===== config.mk =====
export PLATFORM = sky130hd
export DESIGN_NAME = logic_gate_unit
export DESIGN_NICKNAME = d
export VERILOG_FILES = /design/src/rtl/logic_gate_unit.sv
export SDC_FILE = /design/constraint.sdc
export NUM_CORES = 1
export LEC_CHECK = 0
export BUFFER_PORTS_ARGS = -buffer_cell sky130_fd_sc_hd__buf_2
export CAP_MARGIN = 20
export CORE_ASPECT_RATIO = 1.25
export CORE_MARGIN = 2
export CORE_UTILIZATION = 54
export CTS_CLUSTER_SIZE = 30
export DETAILED_ROUTE_END_ITERATION = 8
export PLACE_DENSITY = 0.79
export SKIP_CTS_REPAIR_TIMING = 1
export SYNTH_ARGS = -nofsm -noshare
export SYNTH_HDL_FRONTEND = slang
export SYNTH_SLANG_ARGS = --single-unit

===== constraint.sdc =====
create_clock -name clk -period 1.97 [get_ports clk]
set_input_delay 0.2955 -clock clk [delete_from_list [all_inputs] [get_ports clk]]
set_output_delay 0.2955 -clock clk [all_outputs]
set_load 0.01 [all_outputs]

===== src/rtl/logic_gate_unit.sv =====
// Single-cycle bitwise logic unit with a valid/ready handshake on both sides.
// The unit also keeps an accumulator for ACC_NAND and a saturating count of accepted operations.
module logic_gate_unit #(
    parameter int WIDTH = 8,
    parameter int CNT_W = 16
) (
    input  logic             clk,
    input  logic             rst_n,
    input  logic             in_valid,
    output logic             in_ready,
    input  logic [WIDTH-1:0] a,
    input  logic [WIDTH-1:0] b,
    input  logic [2:0]       op,
    output logic             out_valid,
    input  logic             out_ready,
    output logic [WIDTH-1:0] y,
    output logic             y_zero,
    output logic             y_ones,
    output logic [CNT_W-1:0] op_cnt
);

    localparam logic [WIDTH-1:0] ALL_ONES = {WIDTH{1'b1}};
    localparam logic [CNT_W-1:0] CNT_MAX  = {CNT_W{1'b1}};

    logic             r_out_valid;
    logic [WIDTH-1:0] r_y;
    logic             r_y_zero;
    logic             r_y_ones;
    logic [WIDTH-1:0] r_acc;
    logic [CNT_W-1:0] r_op_cnt;

    logic             w_accept;
    logic [WIDTH-1:0] w_result;

    function automatic logic [WIDTH-1:0] gate_eval(
        input logic [2:0]       f_op,
        input logic [WIDTH-1:0] f_a,
        input logic [WIDTH-1:0] f_b,
        input logic [WIDTH-1:0] f_acc
    );
        logic [WIDTH-1:0] f_r;
        f_r = '0;
        case (f_op)
            3'd0:    f_r = f_a & f_b;
            3'd1:    f_r = ~(f_a & f_b);
            3'd2:    f_r = f_a | f_b;
            3'd3:    f_r = ~(f_a | f_b);
            3'd4:    f_r = f_a ^ f_b;
            3'd5:    f_r = ~(f_a ^ f_b);
            3'd6:    f_r = ~f_a;
            default: f_r = ~(f_a & f_acc);
        endcase
        return f_r;
    endfunction

    function automatic logic [CNT_W-1:0] sat_inc(input logic [CNT_W-1:0] f_cnt);
        return (f_cnt == CNT_MAX) ? f_cnt : f_cnt + CNT_W'(1);
    endfunction

    // Ready depends only on registered state and out_ready, never on a/b/op.
    assign in_ready = ~r_out_valid | out_ready;
    assign w_accept = in_valid & in_ready;
    assign w_result = gate_eval(op, a, b, r_acc);

    always_ff @(posedge clk) begin
        if (!rst_n) begin
            r_out_valid <= 1'b0;
            r_y         <= '0;
            r_y_zero    <= 1'b1;
            r_y_ones    <= 1'b0;
            r_acc       <= ALL_ONES;
            r_op_cnt    <= '0;
        end else if (w_accept) begin
            r_out_valid <= 1'b1;
            r_y         <= w_result;
            r_y_zero    <= (w_result == '0);
            r_y_ones    <= (w_result == ALL_ONES);
            r_acc       <= w_result;
            r_op_cnt    <= sat_inc(r_op_cnt);
        end else if (out_ready) begin
            r_out_valid <= 1'b0;
        end
    end

    assign out_valid = r_out_valid;
    assign y         = r_y;
    assign y_zero    = r_y_zero;
    assign y_ones    = r_y_ones;
    assign op_cnt    = r_op_cnt;

endmodule


==> impl_metrics.yaml <==
outcome:
  outcome: "completed"
grt:
  grt_use_total_pct: 23.0
  antenna_found_initial: 0
  grt_max_degree: 30
  first_global_vias: 2148
  overflow: 0
  grt_pass1_wl_um: 9160
timing:
  setup_ws_ps: 141
  finClkSkew_ps: 6.80
  finalCriticalPeriod_ps: 1830
  maxSlewHeadroom_pct: 40.0
  max_freq_mhz: 547
  rsz0062_at_grt: "no"
  setup_viol_count_final: 0
  fin_setup_tns_ps: 0
  hold_viol: 0
  worstMarginPinSlew_ps: 899
  finalCritPeriodShare_pct: 92.8
  maxSlewViolCount: 0
  whs_ps: 252
clock_network:
  htreeDepth: 2
  clock_path_buffers: 2
  insertion_delay_ps: 290
  cts_tree: "built"
  clk_pin_slew_ps: 70
  numCtsBuffers: 5
  root_buffer: "clkbuf_8"
  cts.sinks: 35
logic_synthesis:
  synth_top_family_by_area: "simple AND/OR/NAND/NOR gates"
  ys_warn_count: 0
  syn-num-nets: 323
  synth_compound_area_share_pct: 19.9
  async_flop_share_pct: 0
  synthMuxAreaShare_pct: 6.76
  synth_ff_type: "dfxtp_1"
  yosys.area.top_type: "dfxtp_1"
  synth_top_area_share_pct: 30.0
  ys_seq_area_share_pct: 30.0
  synth-seq-cells: 35
  ys_types: 56
  synth_edf_count: 0
  syn_area_um2: 2330
  synth_cells: 283
  avgSynthCellArea_um2: 8.25
  synthAdderAreaFrac_pct: 9.12
  synth-simple-area-share_pct: 21.6
  synth-xor-area-share_pct: 4.13
  synth_area_leaders: "dfxtp_1 (30%), ha_1 (9.1%), inv_1 (3.9%), nor2_1 (3.9%), xnor2_1 (3.8%)"
worst_hold_path:
  hp-class: "input port to flop"
  hold_path_end: "out_valid"
  hold_path_depth: 3
  min-delay-start: "in_valid"
power:
  switching_power_w: 0.000494
  leakagePower_nw: 1.36
  seqPwrFrac_pct: 39.7
  peakVddDrop_mv: 0.578
  power.density_nw_per_um2: 662
  power_frac_comb_pct: 20.4
  switching_share_pct: 25.6
  power.internal_w: 0.00143
  clkPwrFrac_pct: 39.9
floorplan:
  die_h_um: 77.5
  ioPinCount: 51
  initial_core_util_pct: 56.5
  rows: 26
  core_area_um2: 4130
  die_area_um2: 4870
  fp.dieW_um: 62.8
place:
  dpl.hpwl_um: 4150
  gp_congestion: 0.843
  dp_slack_ps: -90.9
  io_buffer_count: 50
worst_setup_path:
  r2r-start: "op_cnt[1]"
  rrSetupSlack_ps: 170
  worstPathArrival_ps: 1980
  crit_path_end_kind: "flop"
  path_class: "input port to flop"
  r2r-end: "op_cnt[14]"
  reg2reg_depth: 6
  worst_setup_path_start_kind: "input port"
  critPathMaxFanout: 3
  worstPathRequired_ps: 2120
routing:
  wirelength_um: 5530
  drc: 0
  vias: 2247
  firstDrtPassIters: 4
  drtIter0Drc: 147
  via_per_inst: 5.49
  final_antenna_net_count: 0
  wl_per_cell_um: 13.5
layout:
  n_antenna_cell: 0
  fin_util_pct: 70.5
  layout_commonest_cell: "buf_2"
  final_nets: 392
  drive_gt1_share_pct: 29.5
  final_cell_mix: "buf_2 (50), dfxtp_1 (35), buf_4 (29)"
  synthToLayoutAreaGrowth_pct: 24.8
run:
  cap_violations: 0
[metrics by stage]
| stage | cell area (µm²) | cells | total power [W] |
|---|---|---|---|
| CTS | 2900 | 409 | 0.00194 |
| finish | 2910 | 409 | 0.00193 |
| global route | 2910 | 409 | 0.00201 |
| floorplan | 2330 | 283 | 0.00103 |
| global placement | 2760 | 401 | 0.00116 |
| detailed placement | 2760 | 401 | 0.00117 |
[metal layers]
layer / GRT usage, % / wire length (µm) / vias up
li1: - / - / 1144
met3: 4.49 / 256 / 10
met5: 0 / 0 / -
met2: 41.7 / 2820 / 62
met4: 8.22 / 93 / 0
met1: 26.6 / 2350 / 1031
[how the worst max path moves through the flow]
stage          depth (start not counted)         end  slack, ps       from
2_1_floorplan                          7    r_acc[7]        160       a[7]
5_1_grt                                9      y_ones         10       a[7]
3_3_place_gp                           8      y_zero        -60      op[2]
3_5_place_dp                           7      y_zero        -90      op[2]
6_report                               9      y_ones        140       a[7]
4_1_cts                                6  op_cnt[13]        120  op_cnt[8]
[cell type report]
type	count	area [µm²]
tap	56	70.1
multi-input combinational	207	1450
clock buffer	5	68.8
sequential	35	701
inverter	24	90.1
fill	356	1220
clock inverter	3	67.6
timing repair buffer	79	468
[state kept, by name (all words and copies together) (netlist names)]
register   count
out_valid      1
r_acc          8
y_zero         1
y_ones         1
op_cnt        16
y              8
[worst max-delay path: stages]
cell     delay [ps]
buf_2           110
inv_1            40
ha_1            300
mux2_4          270
o211a_1         210
o31ai_2         330
nor4_1          120
a32oi_1         250
nor2_1           50
[cell usage after synthesis (all sizes together), types with 2 or more instances]
| cell | number |
|---|---|
| a31oi | 5 |
| a21oi | 16 |
| nand2b | 6 |
| o2111ai | 2 |
| nor2 | 24 |
| and3 | 6 |
| a221o | 2 |
| inv | 24 |
| a211oi | 2 |
| o21ai | 15 |
| xnor2 | 10 |
| clkbuf | 5 |
| nor3 | 5 |
| a22o | 2 |
| a32oi | 2 |
| o31ai | 2 |
| o211ai | 3 |
| and4 | 2 |
| a211o | 4 |
| dfxtp | 35 |
| mux2i | 6 |
| and2 | 3 |
| buf | 12 |
| or3 | 5 |
| nand2 | 22 |
| nor4 | 4 |
| o32ai | 3 |
| nand3 | 14 |
| nand4 | 2 |
| nor3b | 2 |
| mux2 | 8 |
| ha | 17 |
[power groups by stage]
stage / Sequential, W / Combinational, W / Clock (W)
floorplan: 0.000788 / 0.000239 / 0
global route: 0.000769 / 0.000435 / 0.000811
global placement: 0.000780 / 0.000382 / 0
finish: 0.000766 / 0.000392 / 0.000769
CTS: 0.000766 / 0.000393 / 0.000786
detailed placement: 0.000781 / 0.000388 / 0
[cell families (layout without fill, tap and decap cells)]
logic type               count (synthesis)  count (layout)
AND/OR/NAND/NOR                         99              99
adder cells (fa/ha/maj)                 17              17
AO/OA/AOI/OAI                           66              66
flip-flops                              35              35
buffers and inverters                   41             111
XOR/XNOR                                11              11
multiplexers                            14              14
No activity file was read; power rests on OpenSTA's default activity.
